<file path="src/rtl/trigger_gen_pkg.sv">
// -----------------------------------------------------------------------------
// trigger_gen_pkg
// Shared types and defaults for the multi-channel trigger generator.
//   trig_state_t : per-channel FSM state (IDLE / RUN)
//   trig_mode_t  : latched channel mode (periodic / one-shot)
//   DEF_CNT_W    : default counter / period width
//   DEF_NUM_CH   : default number of channels
// -----------------------------------------------------------------------------
package trigger_gen_pkg;

  localparam int DEF_CNT_W  = 8;
  localparam int DEF_NUM_CH = 4;

  typedef enum logic {
    IDLE = 1'b0,
    RUN  = 1'b1
  } trig_state_t;

  typedef enum logic {
    MODE_PERIODIC = 1'b0,
    MODE_ONESHOT  = 1'b1
  } trig_mode_t;

endpackage : trigger_gen_pkg

</file>
<file path="src/rtl/trigger_gen_mc_if.sv">
// -----------------------------------------------------------------------------
// trigger_gen_mc_if
// Control / status bundle of the multi-channel trigger generator.
//   start, stop, nul, mode : per-channel controls (NUM_CH bits each)
//   sync_all               : global restart of every channel
//   period                 : per-channel period, channel i at [i*CNT_W +: CNT_W]
//   trigger, busy          : per-channel registered status
//   any_trigger            : OR of all trigger bits
// master drives the controls, slave (the generator) drives the status.
// -----------------------------------------------------------------------------
interface trigger_gen_mc_if #(
  parameter int NUM_CH = 4,
  parameter int CNT_W  = 8
);

  logic [NUM_CH-1:0]       start;
  logic [NUM_CH-1:0]       stop;
  logic [NUM_CH-1:0]       nul;
  logic                    sync_all;
  logic [NUM_CH-1:0]       mode;
  logic [NUM_CH*CNT_W-1:0] period;
  logic [NUM_CH-1:0]       trigger;
  logic [NUM_CH-1:0]       busy;
  logic                    any_trigger;

  modport master (
    output start, stop, nul, sync_all, mode, period,
    input  trigger, busy, any_trigger
  );

  modport slave (
    input  start, stop, nul, sync_all, mode, period,
    output trigger, busy, any_trigger
  );

endinterface : trigger_gen_mc_if

</file>
<file path="src/rtl/trigger_channel.sv">
// -----------------------------------------------------------------------------
// trigger_channel
// One programmable trigger channel: IDLE/RUN FSM, period counter, latched
// period and mode, registered trigger and busy flags.
//   i_clk     : clock, rising edge
//   i_rst     : asynchronous active-low reset
//   i_start   : effective start (own start OR global resync)
//   i_stop    : stop request (highest priority)
//   i_nul     : synchronous counter clear
//   i_mode    : 0 periodic, 1 one-shot (latched at start)
//   i_period  : period P (latched at start, P==0 means "do not start")
//   o_trigger : one-cycle trigger pulse
//   o_busy    : channel is in RUN
// -----------------------------------------------------------------------------
module trigger_channel
  import trigger_gen_pkg::*;
#(
  parameter int CNT_W = DEF_CNT_W
) (
  input  logic             i_clk,
  input  logic             i_rst,
  input  logic             i_start,
  input  logic             i_stop,
  input  logic             i_nul,
  input  logic             i_mode,
  input  logic [CNT_W-1:0] i_period,
  output logic             o_trigger,
  output logic             o_busy
);

  trig_state_t      r_state;
  trig_state_t      w_state_nxt;
  logic [CNT_W-1:0] r_cnt;
  logic [CNT_W-1:0] w_cnt_nxt;
  logic [CNT_W-1:0] r_period;
  logic [CNT_W-1:0] w_period_nxt;
  trig_mode_t       r_mode;
  trig_mode_t       w_mode_nxt;
  logic             r_trigger;
  logic             w_trigger_nxt;
  logic             r_busy;
  logic             w_finished;
  logic             w_period_nz;

  // r_period is at least 1 while in RUN, so period-1 never wraps there.
  assign w_finished  = (r_cnt == (r_period - CNT_W'(1)));
  assign w_period_nz = (i_period != {CNT_W{1'b0}});

  // Next-state, counter and latch update; priority stop > start > nul > finished.
  always_comb begin
    w_state_nxt   = r_state;
    w_cnt_nxt     = r_cnt;
    w_period_nxt  = r_period;
    w_mode_nxt    = r_mode;
    w_trigger_nxt = 1'b0;
    case (r_state)
      IDLE: begin
        if (i_stop) begin
          w_state_nxt = IDLE;
        end else if (i_start && w_period_nz) begin
          w_state_nxt  = RUN;
          w_period_nxt = i_period;
          w_mode_nxt   = trig_mode_t'(i_mode);
          w_cnt_nxt    = {CNT_W{1'b0}};
        end else begin
          w_state_nxt = IDLE;
        end
      end
      RUN: begin
        if (i_stop) begin
          w_state_nxt = IDLE;
          w_cnt_nxt   = {CNT_W{1'b0}};
        end else if (i_start) begin
          // Restart swallows a pulse that would have fired on this edge.
          w_cnt_nxt = {CNT_W{1'b0}};
          if (w_period_nz) begin
            w_state_nxt  = RUN;
            w_period_nxt = i_period;
            w_mode_nxt   = trig_mode_t'(i_mode);
          end else begin
            w_state_nxt = IDLE;
          end
        end else if (i_nul) begin
          w_cnt_nxt = {CNT_W{1'b0}};
        end else if (w_finished) begin
          w_trigger_nxt = 1'b1;
          w_cnt_nxt     = {CNT_W{1'b0}};
          if (r_mode == MODE_ONESHOT) begin
            w_state_nxt = IDLE;
          end else begin
            w_state_nxt = RUN;
          end
        end else begin
          w_cnt_nxt = r_cnt + CNT_W'(1);
        end
      end
      default: begin
        w_state_nxt = IDLE;
        w_cnt_nxt   = {CNT_W{1'b0}};
      end
    endcase
  end

  // State, counter, latches and output flags.
  always_ff @(posedge i_clk or negedge i_rst) begin
    if (!i_rst) begin
      r_state   <= IDLE;
      r_cnt     <= {CNT_W{1'b0}};
      r_period  <= {CNT_W{1'b0}};
      r_mode    <= MODE_PERIODIC;
      r_trigger <= 1'b0;
      r_busy    <= 1'b0;
    end else begin
      r_state   <= w_state_nxt;
      r_cnt     <= w_cnt_nxt;
      r_period  <= w_period_nxt;
      r_mode    <= w_mode_nxt;
      r_trigger <= w_trigger_nxt;
      // busy tracks the state being entered, so it drops with a one-shot pulse.
      r_busy    <= (w_state_nxt == RUN);
    end
  end

  assign o_trigger = r_trigger;
  assign o_busy    = r_busy;

endmodule : trigger_channel

</file>
<file path="src/rtl/trigger_gen_mc.sv">
// -----------------------------------------------------------------------------
// trigger_gen_mc
// Multi-channel programmable trigger generator. Each channel divides clk by
// its own runtime period and emits one-cycle registered trigger pulses in
// periodic or one-shot mode.
//   clk : clock, rising edge
//   rst : asynchronous active-low reset
//   bus : trigger_gen_mc_if.slave (controls in, trigger/busy/any_trigger out)
// -----------------------------------------------------------------------------
module trigger_gen_mc
  import trigger_gen_pkg::*;
#(
  parameter int NUM_CH = DEF_NUM_CH,
  parameter int CNT_W  = DEF_CNT_W
) (
  input  logic               clk,
  input  logic               rst,
  trigger_gen_mc_if.slave    bus
);

  logic [NUM_CH-1:0] w_trigger;
  logic [NUM_CH-1:0] w_busy;

  for (genvar g = 0; g < NUM_CH; g++) begin : g_ch
    logic w_start_eff;

    // sync_all acts as a start on every channel at once.
    assign w_start_eff = bus.start[g] | bus.sync_all;

    trigger_channel #(
      .CNT_W (CNT_W)
    ) u_channel (
      .i_clk     (clk),
      .i_rst     (rst),
      .i_start   (w_start_eff),
      .i_stop    (bus.stop[g]),
      .i_nul     (bus.nul[g]),
      .i_mode    (bus.mode[g]),
      .i_period  (bus.period[g*CNT_W +: CNT_W]),
      .o_trigger (w_trigger[g]),
      .o_busy    (w_busy[g])
    );
  end

  assign bus.trigger     = w_trigger;
  assign bus.busy        = w_busy;
  assign bus.any_trigger = |w_trigger;

endmodule : trigger_gen_mc
</file>
<file path="src/flat_wrapper.sv">
// flat-port wrapper written by rule: the top's interface ports become plain ports
module trigger_gen_mc_flat import trigger_gen_pkg::*;
#(
  parameter int NUM_CH = DEF_NUM_CH,
  parameter int CNT_W  = DEF_CNT_W
)
  (clk, rst, bus_start, bus_stop, bus_nul, bus_sync_all, bus_mode, bus_period, bus_trigger, bus_busy, bus_any_trigger);
  trigger_gen_mc_if #(.NUM_CH(NUM_CH), .CNT_W(CNT_W)) bus_i ();
  input  logic clk;
  input  logic rst;
  input wire logic [$bits(bus_i.start)-1:0] bus_start;
  input wire logic [$bits(bus_i.stop)-1:0] bus_stop;
  input wire logic [$bits(bus_i.nul)-1:0] bus_nul;
  input wire logic [$bits(bus_i.sync_all)-1:0] bus_sync_all;
  input wire logic [$bits(bus_i.mode)-1:0] bus_mode;
  input wire logic [$bits(bus_i.period)-1:0] bus_period;
  output wire logic [$bits(bus_i.trigger)-1:0] bus_trigger;
  output wire logic [$bits(bus_i.busy)-1:0] bus_busy;
  output wire logic [$bits(bus_i.any_trigger)-1:0] bus_any_trigger;
  assign bus_i.start = bus_start;
  assign bus_i.stop = bus_stop;
  assign bus_i.nul = bus_nul;
  assign bus_i.sync_all = bus_sync_all;
  assign bus_i.mode = bus_mode;
  assign bus_i.period = bus_period;
  assign bus_trigger = bus_i.trigger;
  assign bus_busy = bus_i.busy;
  assign bus_any_trigger = bus_i.any_trigger;
  trigger_gen_mc #(.NUM_CH(NUM_CH), .CNT_W(CNT_W)) u_core (.clk(clk), .rst(rst), .bus(bus_i));
endmodule
</file>
<file path="config.mk">
export PLATFORM = sky130hd
export DESIGN_NAME = trigger_gen_mc_flat
export DESIGN_NICKNAME = d
export VERILOG_FILES = /design/src/rtl/trigger_gen_pkg.sv /design/src/rtl/trigger_gen_mc_if.sv /design/src/rtl/trigger_channel.sv /design/src/rtl/trigger_gen_mc.sv /design/src/flat_wrapper.sv
export SDC_FILE = /design/constraint.sdc
export NUM_CORES = 1
export LEC_CHECK = 0
export ABC_CLOCK_PERIOD_IN_PS = 5800
export CORE_MARGIN = 1
export CORE_UTILIZATION = 60
export CTS_CLUSTER_SIZE = 24
export DETAILED_ROUTE_END_ITERATION = 8
export PLACE_DENSITY = 0.9
export RECOVER_POWER = 25
export SYNTH_ARGS = -nofsm -noshare
export SYNTH_HDL_FRONTEND = slang
export SYNTH_SLANG_ARGS = --single-unit
</file>
<file path="constraint.sdc">
create_clock -name clk -period 5.8 [get_ports clk]
set_clock_uncertainty 0.1 [all_clocks]
set_input_delay 1.16 -clock clk [delete_from_list [all_inputs] [get_ports clk]]
set_output_delay 1.16 -clock clk [all_outputs]
set_load 0.05 [all_outputs]
</file>
* Yosys cells after proc, flatten, opt, wreduce, memory -nomap -nowiden
Cells that the tools add are included.
Storage, ports and cells: register bits after elaboration 76, logic and storage cells 209, input port bits 51, output and inout bits 9
Operators by class: equality and inequality tests 24, mux-type cells 132, bitwise gates (word level) 8, add/subtract/negate cells 8, reduce and logical (&&, ||, !) cells 17
Operators with widths (count):
- 8-bit two-way mux | 44
- 8-bit case mux with 2 select lines | 8
- 1-bit two-way mux | 72
- 8-bit by 1-bit adder with 8-bit output, second input constant | 4
- 8-bit == test | 4
- 2-bit inequality test, second input constant | 16
- 8-bit nonzero test | 4
- 8-bit by 1-bit subtractor with 8-bit output, second input constant | 4
- 5-bit AND reduction | 4
- 1-bit case mux with 2 select lines | 8
- 2-bit by 1-bit inequality test with 1-bit output, second input constant | 4
- 2-bit AND reduction | 4
- 1-bit logical AND | 4
- 1-bit NOT | 4
- 1-bit bitwise OR | 4
- 4-bit OR reduction | 1

* Longest topological paths before layout
depth in word-level cells 7, gate-level depth with buffers 9, depth with buffers taken out 8

* Modules after synthesis
Synthesis repeated with hierarchy kept, for this count alone.
Second synthesis, totals: cells, all modules 473, area, all modules 4699.5 sq um
By module, submodules not included:
- trigger_channel (u_core.g_ch[1].u_channel ...) | sequential area each 475.5 sq um, instances 2, cells each 115, area an instance 1174.9 sq um
- trigger_channel (u_core.g_ch[0].u_channel) | sequential area each 475.5 sq um, instances 1, cells each 117, area an instance 1174.9 sq um
- trigger_channel (u_core.g_ch[3].u_channel) | sequential area each 475.5 sq um, instances 1, cells each 121, area an instance 1142.3 sq um
- trigger_gen_mc | sequential area each 0.0 sq um, instances 1, cells each 5, area an instance 32.5 sq um

* Worst setup path after synthesis
OpenSTA, ideal clock, no wires.
path kind input to register, start input bus_start[0], end register u_core.g_ch[0].u_channel.r_cnt[6], required time 5617 ps, stages 6, data arrival time 2340 ps, path buffers 0, setup time 83 ps, path slack 3277 ps, cell sequence nor2_1 > nand3b_1 > or2_2 > a31o_2 > or3_1 > o21ai_0
On the way: cells in the longest elaborated chain, start to end 4, elaborated cells between the ends (all ways) 7, those cells by class eq/ne: 1; mux: 3; bitwise: 1; reduce/logical: 2
RTL lines:
- start, declared | RTL line flat_wrapper.sv:11 | input wire logic [$bits(bus_i.start)-1:0] bus_start;
- 1-bit bitwise OR * | RTL line trigger_gen_mc.sv:28 | assign w_start_eff = bus.start[g] | bus.sync_all;
- 8-bit two-way mux or 1-bit logical AND (tied branches) | RTL line trigger_channel.sv:73, trigger_channel.sv:60
- 8-bit two-way mux or 2-bit inequality test (tied branches)
- 8-bit case mux with 2 select lines or 2-bit AND reduction (tied branches)
- end signal, assigned | RTL line trigger_channel.sv:108 | r_cnt <= {CNT_W{1'b0}};
- end signal, assigned | RTL line trigger_channel.sv:115 | r_cnt <= w_cnt_nxt;
- end, declared | RTL line trigger_channel.sv:33 | logic [CNT_W-1:0] r_cnt;
Mark *: on every way between the ends. The rest lies on a longest branch, timed or not. A chain may end at the register's enable or synchronous reset.

* Worst setup path in the final report
start input bus_sync_all, end register u_core.g_ch[0].u_channel.r_cnt[6]
On the way: cells in the longest elaborated chain, start to end 4, elaborated cells between the ends (all ways) 7, those cells by class eq/ne: 1; mux: 3; bitwise: 1; reduce/logical: 2
RTL lines:
- start, declared | RTL line flat_wrapper.sv:14 | input wire logic [$bits(bus_i.sync_all)-1:0] bus_sync_all;
- 1-bit bitwise OR * | RTL line trigger_gen_mc.sv:28
- 8-bit two-way mux or 1-bit logical AND (tied branches) | RTL line trigger_channel.sv:73, trigger_channel.sv:60
- 8-bit two-way mux or 2-bit inequality test (tied branches)
- 8-bit case mux with 2 select lines or 2-bit AND reduction (tied branches)
Marks and branches as above.

==> metrics.txt <==
# TYPE chip_impl_metric gauge
chip_impl_metric{name="diodes_inserted",unit=""} 0
chip_impl_metric{name="timing.critical_path.fanout_max",unit=""} 17
chip_impl_metric{name="placed_area",unit="um2"} 5270
chip_impl_metric{name="finalSetupViolations",unit=""} 0
chip_impl_metric{name="antenna_violations_before_repair",unit=""} 0
chip_impl_metric{name="cap_viol_max_count",unit=""} 0
chip_impl_metric{name="synth.ff_latch_count",unit=""} 76
chip_impl_metric{name="drt-total-wl",unit="mm"} 10.8
chip_impl_info{name="outcome",value="complete, no violations"} 1
chip_impl_metric{name="timing.reg2reg.setup_slack",unit="ps"} 3230
chip_impl_metric{name="grt_first_pass_wirelength",unit="mm"} 18.4
chip_impl_metric{name="gr-usage-all-layers",unit="%"} 28.1
chip_impl_metric{name="fmax",unit="MHz"} 305
chip_impl_info{name="worst-setup-path-type",value="in -> reg"} 1
chip_impl_metric{name="synth_xor_xnor_area_share",unit="%"} 7.12
chip_impl_metric{name="htree_num_levels",unit=""} 3
chip_impl_metric{name="synth.mux.area_fraction",unit="%"} 7.20
chip_impl_metric{name="die_ht",unit="um"} 90.1
chip_impl_metric{name="boundaryPins",unit=""} 60
chip_impl_info{name="hold_path_class",value="reg -> reg"} 1
chip_impl_metric{name="whs",unit="ps"} 424
chip_impl_metric{name="synth_sequential_area_ratio",unit="%"} 40.8
chip_impl_metric{name="timing_hold_violations_final",unit=""} 0
chip_impl_metric{name="residual_drc_count",unit=""} 0
chip_impl_info{name="worstHoldEndpoint",value="u_core.g_ch[0].u_channel.r_mode$_DFFE_PN0P_"} 1
chip_impl_metric{name="dieArea",unit="um2"} 8120
chip_impl_metric{name="cts_made_buffers",unit=""} 9
chip_impl_metric{name="fin_crit",unit="ps"} 3270
chip_impl_info{name="setup_repair_after_global_routing_missed_its_margin",value="no"} 1
chip_impl_metric{name="routed-via-count",unit=""} 3960
chip_impl_info{name="synthDominantAreaCellType",value="sky130_fd_sc_hd__dfrtp_1"} 1
chip_impl_metric{name="worst_hold_path.num_cells",unit=""} 1
chip_impl_metric{name="vias_in_the_first_global_route",unit=""} 3957
chip_impl_metric{name="final_layout_size_suffix_gt1_share",unit="%"} 13.4
chip_impl_metric{name="met2_wirelength",unit="mm"} 5.42
chip_impl_metric{name="grt_start_max_net_pins",unit=""} 77
chip_impl_metric{name="leakage",unit="nW"} 2.29
chip_impl_metric{name="placedCellCount",unit=""} 612
chip_impl_info{name="rr_startpoint",value="u_core.g_ch[2].u_channel.r_period[0]$_DFFE_PN0P_"} 1
chip_impl_metric{name="post_layout_worst_setup_margin",unit="ps"} 2530
chip_impl_metric{name="port_buffers",unit=""} 59
chip_impl_info{name="worstSetupEndpointType",value="flip-flop"} 1
chip_impl_metric{name="synth-edff-count",unit=""} 0
chip_impl_info{name="setup.worst_path.start_class",value="input port"} 1
chip_impl_metric{name="floorplan.rows",unit=""} 31
chip_impl_metric{name="tritoncts_num_sinks",unit=""} 76
chip_impl_metric{name="worst_ir_drop_on_vdd",unit="uV"} 198
chip_impl_metric{name="dr.pass1.iters",unit=""} 5
chip_impl_metric{name="post_cts.repair.setup_buffers",unit=""} 0
chip_impl_metric{name="synth-async-reset-ratio",unit="%"} 100
chip_impl_metric{name="synth_largest_type_area_fraction",unit="%"} 40.8
chip_impl_metric{name="clk_latency",unit="ps"} 360
chip_impl_info{name="synthTopCellsByArea",value="sky130_fd_sc_hd__dfrtp_1 (41%), sky130_fd_sc_hd__mux2_2 (6.8%), sky130_fd_sc_hd__xnor2_1 (3.6%)"} 1
chip_impl_metric{name="syn_nets",unit=""} 534
chip_impl_metric{name="worstPathRequired",unit="ps"} 5940
chip_impl_info{name="r2r_end",value="u_core.g_ch[2].u_channel.o_busy$_DFF_PN0_"} 1
chip_impl_metric{name="tightest_slew",unit="ps"} 1070
chip_impl_metric{name="routedWlPerCell",unit="um"} 17.2
chip_impl_info{name="cts_tree",value="built"} 1
chip_impl_metric{name="compound_gate_portion_of_the_synthesized_area",unit="%"} 16.0
chip_impl_metric{name="grt_overflow",unit=""} 0
chip_impl_info{name="highest_metal_layer_with_signal_wires",value="met4"} 1
chip_impl_metric{name="max_slew_margin",unit="%"} 28.6
chip_impl_metric{name="finalNetCount",unit=""} 583
chip_impl_metric{name="layout.filler_cells",unit=""} 489
chip_impl_metric{name="synthesis.area_per_instance",unit="um2"} 9.81
chip_impl_info{name="min-delay-start",value="u_core.g_ch[0].u_channel.r_mode$_DFFE_PN0P_"} 1
chip_impl_metric{name="post_drt_via_cell_ratio",unit=""} 6.31
chip_impl_metric{name="met1Wirelength",unit="mm"} 4.55
chip_impl_metric{name="mappedNetlistArea",unit="um2"} 4660
chip_impl_metric{name="cts-root-to-sink-buffers",unit=""} 2
chip_impl_metric{name="die_w",unit="um"} 90.1
chip_impl_metric{name="place.detailed.hpwl",unit="mm"} 7.70
chip_impl_metric{name="worst_ep_arrival_time",unit="ps"} 3410
chip_impl_metric{name="multi_input_area",unit="um2"} 2560
chip_impl_metric{name="initial_core_util",unit="%"} 63.2
chip_impl_metric{name="non_filler_cells_final",unit=""} 628
chip_impl_metric{name="fin_tns_setup",unit="ps"} 0
chip_impl_metric{name="seq_area",unit="um2"} 1900
chip_impl_metric{name="finalCritPeriodShare",unit="%"} 56.4
chip_impl_info{name="synth_top_family_by_area",value="simple AND/OR/NAND/NOR gates"} 1
chip_impl_metric{name="slew_viol_final",unit=""} 0
chip_impl_metric{name="synth_simple_gate_area_share",unit="%"} 22.4
chip_impl_metric{name="weighted_congestion_at_the_end_of_routability_driven_global_placement",unit=""} 0.834
chip_impl_metric{name="power.density",unit="nW/um2"} 240
chip_impl_metric{name="adder_cell_fraction_of_synth_area",unit="%"} 2.15
chip_impl_metric{name="synth.distinct_cells",unit=""} 65
chip_impl_metric{name="syn_to_final_growth",unit="%"} 17.8
chip_impl_metric{name="cts.clk_slew.worst_paths",unit="ps"} 80
chip_impl_metric{name="drt_first_iter_violations",unit=""} 174
chip_impl_metric{name="cts_hold_repair.buffers",unit=""} 0
chip_impl_metric{name="synthesis.instances",unit=""} 475
chip_impl_info{name="synthFlopType",value="sky130_fd_sc_hd__dfrtp_1"} 1
chip_impl_metric{name="reg2regPathDepth",unit=""} 8
chip_impl_metric{name="placement.setup.worst_slack",unit="ps"} 2170
chip_impl_info{name="ctsRootBufferMaster",value="sky130_fd_sc_hd__clkbuf_8"} 1
chip_impl_metric{name="design.core.area",unit="um2"} 7370
chip_impl_metric{name="cts-resized-gates",unit=""} 0
chip_impl_metric{name="met3RoutedLength",unit="um"} 608
chip_impl_metric{name="drtAntennaViolNets",unit=""} 0
chip_impl_metric{name="yosys_warnings",unit=""} 0
chip_impl_metric{name="layout.cell_area.non_filler",unit="um2"} 5490
==> Yosys cell counts, types with 9 or more instances <==
cell type                   n
sky130_fd_sc_hd__nand3_1   27
sky130_fd_sc_hd__nor2_1    25
sky130_fd_sc_hd__nor2b_1   14
sky130_fd_sc_hd__o21ai_0   21
sky130_fd_sc_hd__buf_4      9
sky130_fd_sc_hd__a221o_1   12
sky130_fd_sc_hd__nor4_1     9
sky130_fd_sc_hd__inv_1     18
sky130_fd_sc_hd__nand2_1   31
sky130_fd_sc_hd__a21oi_1   17
sky130_fd_sc_hd__clkbuf_1  12
sky130_fd_sc_hd__xnor2_1   19
sky130_fd_sc_hd__xor2_1    17
sky130_fd_sc_hd__dfrtp_1   76
sky130_fd_sc_hd__mux2_2    28
sky130_fd_sc_hd__nand4_1   13
==> report_power, final <==
part / switching [mW] / internal (mW)
Sequential: 0.0544 / 0.565
Combinational: 0.130 / 0.126
Clock: 0.199 / 0.245
Total: 0.383 / 0.936
==> metal layers <==
layer | track usage, % | up-vias
met3 | 6.43 | 27
met1 | 35.5 | 1929
met4 | 9.01 | 0
li1 | - | 1857
met2 | 47.6 | 147
met5 | 0 | -
==> cells in the final DEF, fill, tap and decap left out, types with 13 or more instances in the layout <==
master / Yosys / routed
sky130_fd_sc_hd__xnor2_1: 19 / 19
sky130_fd_sc_hd__xor2_1: 17 / 17
sky130_fd_sc_hd__dfrtp_1: 76 / 76
sky130_fd_sc_hd__a21oi_1: 17 / 17
sky130_fd_sc_hd__nand4_1: 13 / 13
sky130_fd_sc_hd__o21ai_0: 21 / 21
sky130_fd_sc_hd__nand3_1: 27 / 27
sky130_fd_sc_hd__mux2_2: 28 / 28
sky130_fd_sc_hd__inv_1: 18 / 18
sky130_fd_sc_hd__nor2b_1: 14 / 14
sky130_fd_sc_hd__nand2_1: 31 / 31
sky130_fd_sc_hd__clkbuf_8: 0 / 13
sky130_fd_sc_hd__nor2_1: 25 / 25
sky130_fd_sc_hd__clkdlybuf4s50_1: 0 / 58
==> per-stage QoR <==
stage / power [mW] / util, %
after floorplan: 0.787 / -
after global placement: 0.866 / 71.5
after detailed placement: 0.880 / 71.5
after CTS: 1.32 / 74.5
after global routing: 1.38 / 74.5
final: 1.32 / 74.5
==> area by class of cell <==
| cell class | count | share of cell area, % |
|---|---|---|
| flip-flops and latches | 76 | 34.6 |
| multi-input cells | 356 | 46.6 |
| repair buffers | 63 | 11.3 |
| well taps | 99 | 2.26 |
| clock buffers | 13 | 3.26 |
| clock inverters | 3 | 0.775 |
| inverters | 18 | 1.23 |
==> worst max path at each step <==
| stage | start | end | slack (ps) | cells after the start |
|---|---|---|---|---|
| 3_5_place_dp | bus_sync_all | u_core.g_ch[0].u_channel.r_cnt[6]$_DFFE_PN0P_ | 2170 | 6 |
| 5_1_grt | bus_sync_all | u_core.g_ch[2].u_channel.r_cnt[6]$_DFFE_PN0P_ | 2340 | 5 |
| 4_1_cts | bus_sync_all | u_core.g_ch[0].u_channel.r_cnt[6]$_DFFE_PN0P_ | 2540 | 6 |
| 6_report | bus_sync_all | u_core.g_ch[0].u_channel.r_cnt[6]$_DFFE_PN0P_ | 2530 | 6 |
| 3_3_place_gp | bus_sync_all | u_core.g_ch[0].u_channel.r_cnt[6]$_DFFE_PN0P_ | 2330 | 6 |
| 2_1_floorplan | bus_start[0] | u_core.g_ch[0].u_channel.r_cnt[6]$_DFFE_PN0P_ | 3280 | 6 |
==> cells by family (layout without fill, tap and decap cells) <==
logic type	after synthesis	count (layout)
simple gates	179	179
mux	30	30
flops	76	76
buf+inv	43	97
fa+ha+maj	8	8
xor+xnor	37	37
compound gates	102	102
==> critical path: stages <==
cell and delay [ps]:
sky130_fd_sc_hd__clkdlybuf4s50_1 660, sky130_fd_sc_hd__nor2_1 120, sky130_fd_sc_hd__a211oi_2 890, sky130_fd_sc_hd__nor2_1 260, sky130_fd_sc_hd__a21oi_1 210, sky130_fd_sc_hd__o21ai_0 100
==> state kept, by name (all words and copies together), names as in the netlist <==
signal,flops
u_core.g_ch.u_channel.o_busy,4
u_core.g_ch.u_channel.r_cnt,32
u_core.g_ch.u_channel.o_trigger,4
u_core.g_ch.u_channel.r_period,32
u_core.g_ch.u_channel.r_mode,4
No activity file was read; power rests on OpenSTA's default activity.
==> edit: new RTL, same flow settings <==
`DEF_CNT_W`: 8 -> 12.
--- a/src/rtl/trigger_gen_pkg.sv
+++ b/src/rtl/trigger_gen_pkg.sv
@@ -9,5 +9,5 @@
 package trigger_gen_pkg;
 
-  localparam int DEF_CNT_W  = 8;
+  localparam int DEF_CNT_W  = 12;
   localparam int DEF_NUM_CH = 4;
 
Ports: changed (resized bus_period); port bits go from 60 to 76. No check against the original RTL was run, so the function may have changed too.
==> edit against the unedited design <==
Critical endpoint is now u_core.g_ch[1].u_channel.r_cnt[3]. Synthesized area rose by 44%. Count of clock-buffer cells in the layout down 3. Synthesized cell count increased by 49%. Wire length up 47%. The run now ends with max-capacitance violations, max-slew violations left. Design area rose by 42%. Highest routed layer unchanged. Sequential cell count up 32. First-iteration DRC count increased by 120%. Worst setup slack got worse by 0.31 ns. Power is 32% higher.
==> edit: results (changes against the unedited design) <==
cell leakage power=3.27 nW (+43%); failing checks=max-capacitance violations, max-slew violations; largest net degree at the start of global routing=61 (-21%); Post-Syn Nets=783 (+47%); fraction of synthesized area in multiplexers=7.55% (+0.35 points); Crit Path Max Fanout=60 (+43); cells taking the most area after synthesis=dfrtp_1, mux2_2, xnor2_1; share of layout cells above drive strength 1=12.2% (-1.2 points); routed wire length=15900 um (+47%); # placed instances=900 (+47%); xor-xnor portion of the synthesized cell area=6.25% (-0.87 points); Synth Area in Compound Gates=16.7% (+0.73 points); Psw=523 uW (+37%); clk slew on worst S/H paths=0.11 ns (+0.03 ns); worst path arrival time=3.93 ns (+0.52 ns); dpl hpwl=11700 um (+53%); first-pass GRT wire length=26700 um (+45%); RePlAce Congestion=0.860 (+3.1%); Non-Filler Instances=916 (+46%); synth unique cells=71 (+9.2%); max-slew violation count=50 (+50); clk_lat worst skew=0.40 ns (+0.04 ns); number of global-route vias before repair=5819 (+47%); largest registers=u_core.g_ch.u_channel.r_cnt: 48 flops, u_core.g_ch.u_channel.r_period: 48 flops; CP peak stage delay=1.86 ns (+0.97 ns); Synth Area in Adders=1.64% (-0.51 points); status=finished with violations; WL met2=7990 um (+47%); Peak VDD IR=0.168 mV (-15%); Synth Instances=708 (+49%); Top delay family on crit path=buffers and inverters; commonest cells in the synthesized netlist=dfrtp_1, nand2_1, o21ai_0; filler instances=790 (+62%); Critical-path top delay cell=clkbuf_1; wire length on met3=722 um (+19%); max-cap viol count=1 (+1); Global Route Usage Sum=29.3% (+1.3 points); sequential area share after synthesis=40.2% (-0.65 points); worst-margin pin slew=2.69 ns (+1.62 ns)
-- edit: cell types whose count changed after synthesis, sizes merged, moves of 13 or more --
cell    delta
nor4      +15
and3      +13
nand2     +26
a21o      +24
dfrtp     +32
o21ai     +26
nand2b    +13
nor3b     +18
xnor2     +13
-- edit: layout make-up --
cell class | count | area, sq um | share of cell area [%]
clock inverters | 6 | 86.3 | 1.11
multi-input cells | 542 | 3790 | 48.7
flip-flops and latches | 108 | 2700 | 34.7
clock buffers | 10 | 128 | 1.64
repair buffers | 81 | 790 | 10.2
well taps | 140 | 175 | 2.25
inverters | 29 | 109 | 1.40
-- edit: worst paths after layout --
path / startpoint / end / slack (ns) / cells past startpoint
min: u_core.g_ch[3].u_channel.r_mode / u_core.g_ch[3].u_channel.r_mode / 0.41 / 1
min in group asynchronous: rst / u_core.g_ch[2].u_channel.r_period[10] / 1.50 / 1
max reg2reg: u_core.g_ch[2].u_channel.r_period[0] / u_core.g_ch[2].u_channel.r_cnt[2] / 2.29 / 8
max: rst / u_core.g_ch[1].u_channel.r_cnt[3] / 2.22 / 2
max in group clk: u_core.g_ch[2].u_channel.r_period[0] / u_core.g_ch[2].u_channel.r_cnt[2] / 2.29 / 8
min reg2reg: u_core.g_ch[3].u_channel.r_mode / u_core.g_ch[3].u_channel.r_mode / 0.41 / 1
-- edit: cells by family (layout without fill, tap and decap cells) --
| kind of cell | Yosys count | in the layout |
|---|---|---|
| simple gates | 279 | 279 |
| compound gates | 160 | 160 |
| flops | 108 | 108 |
| buf+inv | 58 | 126 |
| xor+xnor | 48 | 48 |
| mux | 46 | 46 |
| fa+ha+maj | 9 | 9 |
-- edit: routing by layer --
metal	vias up	global-route usage, %
met5	-	0
met4	0	12.4
met3	48	6.42
met2	183	50.5
met1	2817	35.4
li1	2707	-
-- edit: through the flow --
step,setup WS (ns),instance area (sq um),utilization (%)
floorplan,2.79,6730,-
global placement,2.17,7570,69.5
detailed placement,1.97,7570,69.5
CTS,2.31,7780,71.5
global route,1.63,7780,71.4
finish,2.22,7780,71.4
-- edit: power by group through the flow --
| stage | clock network [mW] | registers, mW | logic (mW) |
|---|---|---|---|
| 2_1_floorplan | 0 | 0.863 | 0.244 |
| 3_3_place_gp | 0 | 0.882 | 0.337 |
| 3_5_place_dp | 0 | 0.886 | 0.355 |
| 4_1_cts | 0.523 | 0.872 | 0.359 |
| 5_1_grt | 0.553 | 0.881 | 0.394 |
| 6_report | 0.513 | 0.874 | 0.359 |
